`src/rtl/uriscv_lsu_fsm.sv`:
```
// uriscv_lsu_fsm: sequential load/store unit with split misaligned beats and bus timeout
module uriscv_lsu_fsm #(
    parameter int SUPPORT_MISALIGNED = 1,
    parameter int TIMEOUT_CYCLES     = 255
) (
    input  logic        clk_i,
    input  logic        rst_i,
    input  logic        valid_i,
    output logic        ready_o,
    input  logic [31:0] opcode_i,
    input  logic [31:0] rs1_val_i,
    input  logic [31:0] rs2_val_i,
    output logic        mem_rd_o,
    output logic [3:0]  mem_wr_o,
    output logic [31:0] mem_addr_o,
    output logic [31:0] mem_data_o,
    input  logic        mem_ack_i,
    input  logic [31:0] mem_data_i,
    output logic        done_o,
    output logic [31:0] result_o,
    output logic        fault_misaligned_o,
    output logic        fault_bus_o,
    output logic [31:0] fault_addr_o
);
    localparam logic [1:0] IDLE  = 2'd0;
    localparam logic [1:0] BEAT0 = 2'd1;
    localparam logic [1:0] BEAT1 = 2'd2;
    localparam logic [1:0] DONE  = 2'd3;
    localparam int CW = TIMEOUT_CYCLES > 0 ? $clog2(TIMEOUT_CYCLES + 1) : 1;
    localparam int TL = TIMEOUT_CYCLES > 0 ? TIMEOUT_CYCLES - 1 : 0;

    logic [1:0]    state;
    logic [31:0]   ea, lo, hi;
    logic [2:0]    f3;
    logic          ld, fm, fb;
    logic [7:0]    lanes;
    logic [63:0]   sdata;
    logic [CW-1:0] cnt;

    logic [4:0]  opc;
    logic [2:0]  f3_n;
    logic        is_ld, is_st, ok, mis, split_fault, beat, timeout;
    logic [31:0] imm, ea_n, base, r, ext;
    logic [3:0]  szm;
    logic [7:0]  lanes_n;
    logic [63:0] sdata_n;
    logic        unused_bits;

    assign unused_bits = ^{opcode_i[19:15], opcode_i[1:0]};
    assign opc     = opcode_i[6:2];
    assign f3_n    = opcode_i[14:12];
    assign is_ld   = opc == 5'b00000;
    assign is_st   = opc == 5'b01000;
    assign ok      = (is_ld && f3_n != 3'd3 && f3_n != 3'd6 && f3_n != 3'd7) ||
                     (is_st && !f3_n[2] && f3_n[1:0] != 2'd3);
    assign imm     = is_st ? {{20{opcode_i[31]}}, opcode_i[31:25], opcode_i[11:7]}
                           : {{20{opcode_i[31]}}, opcode_i[31:20]};
    assign ea_n    = rs1_val_i + imm;
    assign szm     = f3_n[1:0] == 2'd0 ? 4'h1 : f3_n[1:0] == 2'd1 ? 4'h3 : 4'hF;
    assign mis     = (f3_n[1:0] == 2'd1 && ea_n[0]) || (f3_n[1:0] == 2'd2 && ea_n[1:0] != 2'b00);
    assign split_fault = mis && SUPPORT_MISALIGNED == 0;
    assign lanes_n = {4'h0, szm} << ea_n[1:0];
    assign sdata_n = {32'h0, rs2_val_i} << {ea_n[1:0], 3'b000};

    assign beat    = state == BEAT0 || state == BEAT1;
    assign timeout = TIMEOUT_CYCLES != 0 && !mem_ack_i && cnt == CW'(TL);
    assign base    = {ea[31:2], 2'b00};

    // Accept an op, walk its one or two word beats, then present the result for one cycle
    always_ff @(posedge clk_i or posedge rst_i) begin
        if (rst_i) begin
            state <= IDLE;
            ea    <= '0;
            lo    <= '0;
            hi    <= '0;
            f3    <= '0;
            ld    <= 1'b0;
            fm    <= 1'b0;
            fb    <= 1'b0;
            lanes <= '0;
            sdata <= '0;
            cnt   <= '0;
        end else begin
            case (state)
                IDLE: if (valid_i) begin
                    ea    <= ea_n;
                    f3    <= f3_n;
                    ld    <= is_ld && ok;
                    lanes <= lanes_n;
                    sdata <= sdata_n;
                    fm    <= ok && split_fault;
                    fb    <= 1'b0;
                    cnt   <= '0;
                    state <= (!ok || split_fault) ? DONE : BEAT0;
                end
                BEAT0: if (mem_ack_i) begin
                    lo    <= mem_data_i;
                    cnt   <= '0;
                    state <= lanes[7:4] != 4'h0 ? BEAT1 : DONE;
                end else if (timeout) begin
                    fb    <= 1'b1;
                    state <= DONE;
                end else begin
                    cnt   <= cnt + CW'(1);
                end
                BEAT1: if (mem_ack_i) begin
                    hi    <= mem_data_i;
                    state <= DONE;
                end else if (timeout) begin
                    fb    <= 1'b1;
                    state <= DONE;
                end else begin
                    cnt   <= cnt + CW'(1);
                end
                default: state <= IDLE;
            endcase
        end
    end

    assign r   = 32'({hi, lo} >> {ea[1:0], 3'b000});
    assign ext = f3 == 3'd0 ? {{24{r[7]}}, r[7:0]} :
                 f3 == 3'd1 ? {{16{r[15]}}, r[15:0]} :
                 f3 == 3'd4 ? {24'h0, r[7:0]} :
                 f3 == 3'd5 ? {16'h0, r[15:0]} : r;

    assign ready_o            = state == IDLE;
    assign mem_rd_o           = beat && ld;
    assign mem_wr_o           = state == BEAT0 && !ld ? lanes[3:0] :
                                state == BEAT1 && !ld ? lanes[7:4] : 4'h0;
    assign mem_addr_o         = state == BEAT0 ? base : state == BEAT1 ? base + 32'd4 : 32'h0;
    assign mem_data_o         = state == BEAT0 && !ld ? sdata[31:0] :
                                state == BEAT1 && !ld ? sdata[63:32] : 32'h0;
    assign done_o             = state == DONE;
    assign result_o           = done_o && ld && !fm && !fb ? ext : 32'h0;
    assign fault_misaligned_o = done_o && fm;
    assign fault_bus_o        = done_o && fb;
    assign fault_addr_o       = done_o && (fm || fb) ? ea : 32'h0;
endmodule

```
`config.mk`:
```
export PLATFORM = sky130hd
export DESIGN_NAME = uriscv_lsu_fsm
export DESIGN_NICKNAME = d
export VERILOG_FILES = /design/src/rtl/uriscv_lsu_fsm.sv
export SDC_FILE = /design/constraint.sdc
export NUM_CORES = 1
export LEC_CHECK = 0
export BUFFER_PORTS_ARGS = -buffer_cell sky130_fd_sc_hd__clkbuf_2
export CORE_MARGIN = 4
export CORE_UTILIZATION = 35
export CTS_CLUSTER_DIAMETER = 50
export DETAILED_ROUTE_END_ITERATION = 10
export GPL_TIMING_DRIVEN = 0
export PLACE_DENSITY = 0.64
export REMOVE_ABC_BUFFERS = 1
export SETUP_SLACK_MARGIN = 0.2
export SYNTH_ARGS = -nofsm -noshare
export SYNTH_HDL_FRONTEND = slang
export SYNTH_SLANG_ARGS = --single-unit
```
`constraint.sdc`:
```
create_clock -name clk_i -period 8.8 [get_ports clk_i]
set_input_delay 0.88 -clock clk_i [delete_from_list [all_inputs] [get_ports clk_i]]
set_output_delay 0.88 -clock clk_i [all_outputs]
set_load 0.05 [all_outputs]
```
# == Word-level counts from Yosys, hierarchy flattened ==
# Index checks and enable logic that the tools add are counted.
# totals
inputBits,132
reg_bits,183
output_inout_bits,137
word_cells,96
# op_classes
add_sub_neg,3
eq_ne,17
shift,3
n_reduce_logical,32
n_mux,31
# ops
operator,count
$mux W32,10
$shl A32 B5 Y64,1
$shr A64 B5 Y32,1
$add A32 B3 Y32 const B,1
$add A32 B32 Y32,1
$mux W8,4
$pmux W8 S3,1
$mux W4,4
$logic_and A1 B1 Y1,13
$mux W2,5
$add A8 B1 Y8 const B,1
$eq A8 B8 Y1 const B,1
$ne A2 B2 Y1 const B,4
$shl A4 B2 Y8,1
$eq A3 B3 Y1 const B,2
$ne A3 B3 Y1 const B,2
$pmux W2 S3,1
$reduce_and A2 Y1,3
$eq A5 B4 Y1 const B,1
$logic_not A5 Y1,1
$mux W5,1
$eq A2 B1 Y1 const B,2
$eq A2 B2 Y1 const B,2
$logic_not A1 Y1,4
14 further kinds,19

# == Longest topological paths before layout ==
# logic_depth
ltp_word,8
depth_mapped,11
mapped_depth_nobuf,11

# == Worst setup path before layout ==
# Ideal clock, no wire load.
# synth_timing
path_type,input -> register
startpoint,in opcode_i[6]
endpoint,reg ea[12]
path_stages,11
required_time_ns,8.704
path_buffers,0
setup_slack_ns,5.085
arrival_time_ns,3.620
path_cell_list,nor4_1 > nand2_1 > mux2_2 > ha_1 > fa_1 > a211oi_1 > o21ai_2 > a211oi_2 > nor4b_1 > o31a_1 > o31ai_1
# synth_via
elab_chain_cells,3
# synth_rtl
element,line,rtl
start: declaration,10,"input logic [31:0] opcode_i,"
$eq A5 B4 Y1,53,assign is_st = opc == 5'b01000;
$mux W5,56,"assign imm = is_st ? {{20{opcode_i[31]}}, opcode_i[31:25], opcode_i[11:7]}"
$add A32 B32 Y32,58,assign ea_n = rs1_val_i + imm;
end signal: assignment,86,ea <= ea_n;
end: declaration,33,"logic [31:0] ea, lo, hi;"
# No other way between the ends.
# A chain may end at the register's enable or synchronous reset.

# == Worst setup path after layout ==
# layout_timing
startpoint,reg state[0]
endpoint,out result_o[18]
# layout_via
elab_chain_cells,4
# layout_rtl
element,line,rtl
start: declaration,32,logic [1:0] state;
start signal: assignment,94,state <= (!ok || split_fault) ? DONE : BEAT0;
start signal: assignment,99,state <= lanes[7:4] != 4'h0 ? BEAT1 : DONE;
$eq A2 B2 Y1,133,assign done_o = state == DONE;
$logic_and A1 B1 Y1 (2 in series),134,assign result_o = done_o && ld && !fm && !fb ? ext : 32'h0;
$mux W32,134,
end: declaration,20,"output logic [31:0] result_o,"
# No other way between the ends.

==> metrics <==
Placer Congestion 0.8739; Worst EP required 7.92 ns; Synth Flop Type dfrtp_1; R2R depth 5; Clk Latency, worst-skew pair 0.43 ns; DRC viols 0; met1 Track Usage GR 26.77%; WS Path Type reg2out; number of nets in the layout 1609; Starting Density between 30% and 40%; total CTS buffers 17; area of the multi-input gates 7059 um2; GRT met3 Usage 4.156%; Overflow after GRT 0; busiest layer in global routing met2; Async SR Flop Fraction 100.0%; setup bufs post-CTS 0; Resized cells post-CTS 0; DP Wirelength approximately 26000 um; Post-Route WL approximately 36000 um; first-pass GRT wire length 56680 um; total number of vias 10540; DRT iter0 DRCs 649; hold violation count in the final report 0; crit path launch type flip-flop; Max Root-Sink Buffers 2; CTS tree yes; Power Density roughly 320 nW/um2; Die H 190.8 um; dpl cell area ~13000 um2; ANT nets after route 0; CP startpoint state[0]; Fin Setup TNS 0 ns; Max Cap Viol 0; initial antenna violation count 0; die area roughly 36000 um2; crit path capture result_o[18]; post-layout minimum cycle time 4.970 ns; RSZ-0062 raised after global routing false; most common cell after layout, fill and taps aside clkbuf_2; Antenna Cells 0; Register Area 4156 um2; Arr. time, crit path 4.09 ns; Slew HR between 8 and 9%; # IOs about 270; Yosys reg bits 166; fin crit share a little under three fifths; commonest non-fill, non-tap cells in the layout clkbuf_2, dfrtp_1, nand2_1; worst hold path type reg2reg; min-delay src sdata[31]; Slew Limit Fails 0; number of I/O port buffers 258; Clock Pin Slew Worst Setup and Hold Paths 0.07 ns; Mapped Cells 1247; Avg Cell Area, Syn about 9.4 um2; RR Startpoint state[1]; GRT met2 Usage 30.98%; largest net degree at the start of global routing 99; Pre-antenna DRT Iters 5; Mapped Area approximately 12000 um2; library cells used by synthesis 82; CP max FO 39; yosys warns 0; sequential element share of the synthesized area 35.50%; DR WL/cell 18.78 um; number of global-route vias before repair 10410; status finished, final reports clean; fill cell count 3289; Clock Sinks 166; Max VDD drop roughly 0.15 mV; GR Util All Layers 19.43%; total number of H-tree levels 4; number of synthesized flops with an enable pin 0; total power 0.004471 W; Leakage around 6.4 nW; Core Box Area between 30000 and 40000 um2; CP Capture Type output pin; final hold slack 0.4741 ns; Post-CTS Hold Buffers 0; setup violators final 0; r2r setup slk 6.03 ns; fin area 13870 um2; std cell rows 66; Slew @ Worst Pin 1.379 ns; Layout area overhead 18.58%; DR vias/cell ~5.6; layout cells sized above 1 29.38%; root buffer cell clkbuf_16; R2R Path End sdata[49]; Final Skew 0.01349 ns; chip width roughly 190 um; fmax 201.2 MHz
registers in the layout, indices dropped and copies added, names as in the netlist:
register  cells
fb            1
lo           32
sdata        56
ea           32
ld            1
lanes         7
hi           24
cnt           8
state         2
f3            3
where the power goes:
| part | internal [W] | switching [W] | total, W | leakage, nW |
|---|---|---|---|---|
| Clock | 0.000447 | 0.000325 | 0.000773 | 0.277 |
| Sequential | 0.00110 | 0.000345 | 0.00145 | 2.07 |
| Combinational | 0.000874 | 0.00138 | 0.00225 | 4.07 |
| Total | 0.00242 | 0.00205 | 0.00447 | 6.41 |
how the worst min path moves through the flow:
| stage | end | slack, ns | cells after the start |
|---|---|---|---|
| 6_report | sdata[31] | 0.47 | 2 |
| 5_1_grt | sdata[30] | 0.49 | 2 |
| 4_1_cts | sdata[31] | 0.47 | 2 |
| 3_5_place_dp | sdata[30] | 0.46 | 2 |
| 3_3_place_gp | sdata[24] | 0.45 | 2 |
| 2_1_floorplan | sdata[24] | 0.44 | 2 |
per-layer routing:
| layer | share of wire [%] | vias up |
|---|---|---|
| li1 | - | 4956 |
| met1 | 46 | 5193 |
| met2 | 46 | 352 |
| met3 | 6.5 | 39 |
| met4 | 1.7 | 0 |
| met5 | 0 | - |
area by class of cell:
| class | count | area share, % |
|---|---|---|
| inverters | 16 | 0.4870 |
| well taps | 442 | 3.986 |
| multi-input cells | 972 | 50.88 |
| repair buffers | 265 | 10.43 |
| clock buffers | 20 | 3.148 |
| clock inverters | 11 | 1.100 |
| flip-flops and latches | 166 | 29.96 |
logic make-up after synthesis:
logic type / after synthesis / synth area share (%)
multiplexers: 134 / 15.99
XOR/XNOR: 40 / 2.994
AND/OR/NAND/NOR: 437 / 18.74
adder cells (fa/ha/maj): 39 / 4.235
AO/OA/AOI/OAI: 319 / 17.96
buffers and inverters: 111 / 4.556
flip-flops: 166 / 35.50
other: 1 / 0.03205
worst max-delay path, stage by stage (launching register included):
cell,delay (ns)
dfrtp_1,0.42
ha_1,1.11
nand3b_1,0.85
o21bai_1,0.65
a21oi_1,0.29
clkbuf_2,0.32
stage by stage:
stage                     utilization [%]  setup slack (ns)  cells
after floorplan                         -             3.430   1154
after global placement              39.89             1.166   1854
after detailed placement            40.52             3.992   1861
after CTS                           42.32             3.847   1892
after global routing                42.32             3.579   1892
final                               42.32             3.830   1892
cells in the mapped netlist (7+ instances only):
| library cell | instances | area, um2 |
|---|---|---|
| buf_1 | 11 | 41.29 |
| xor2_1 | 20 | 175.2 |
| a21o_1 | 21 | 157.7 |
| or3_1 | 12 | 75.07 |
| dfrtp_1 | 166 | 4154 |
| buf_6 | 9 | 101.4 |
| nor2_1 | 78 | 292.8 |
| nor4_1 | 7 | 43.79 |
| nand3_1 | 33 | 165.2 |
| mux2_2 | 62 | 698.2 |
| nor2b_1 | 22 | 137.6 |
| o21ai_0 | 76 | 380.4 |
| a22o_1 | 47 | 411.6 |
| a21oi_1 | 77 | 385.4 |
| clkbuf_1 | 52 | 195.2 |
| xnor2_1 | 20 | 175.2 |
| o31ai_1 | 10 | 75.07 |
| buf_2 | 18 | 90.09 |
| inv_1 | 15 | 56.30 |
| a211oi_1 | 11 | 82.58 |
| mux4_2 | 36 | 810.8 |
| and3_1 | 42 | 262.8 |
| and2_1 | 13 | 81.33 |
| mux2i_1 | 35 | 350.3 |
| nand2_1 | 155 | 581.8 |
| nand2b_1 | 7 | 43.79 |
| nand4_1 | 18 | 112.6 |
| ha_1 | 38 | 475.5 |
| o21ai_1 | 21 | 105.1 |
| nor3_1 | 16 | 80.08 |
No activity file was read; power rests on OpenSTA's default activity.
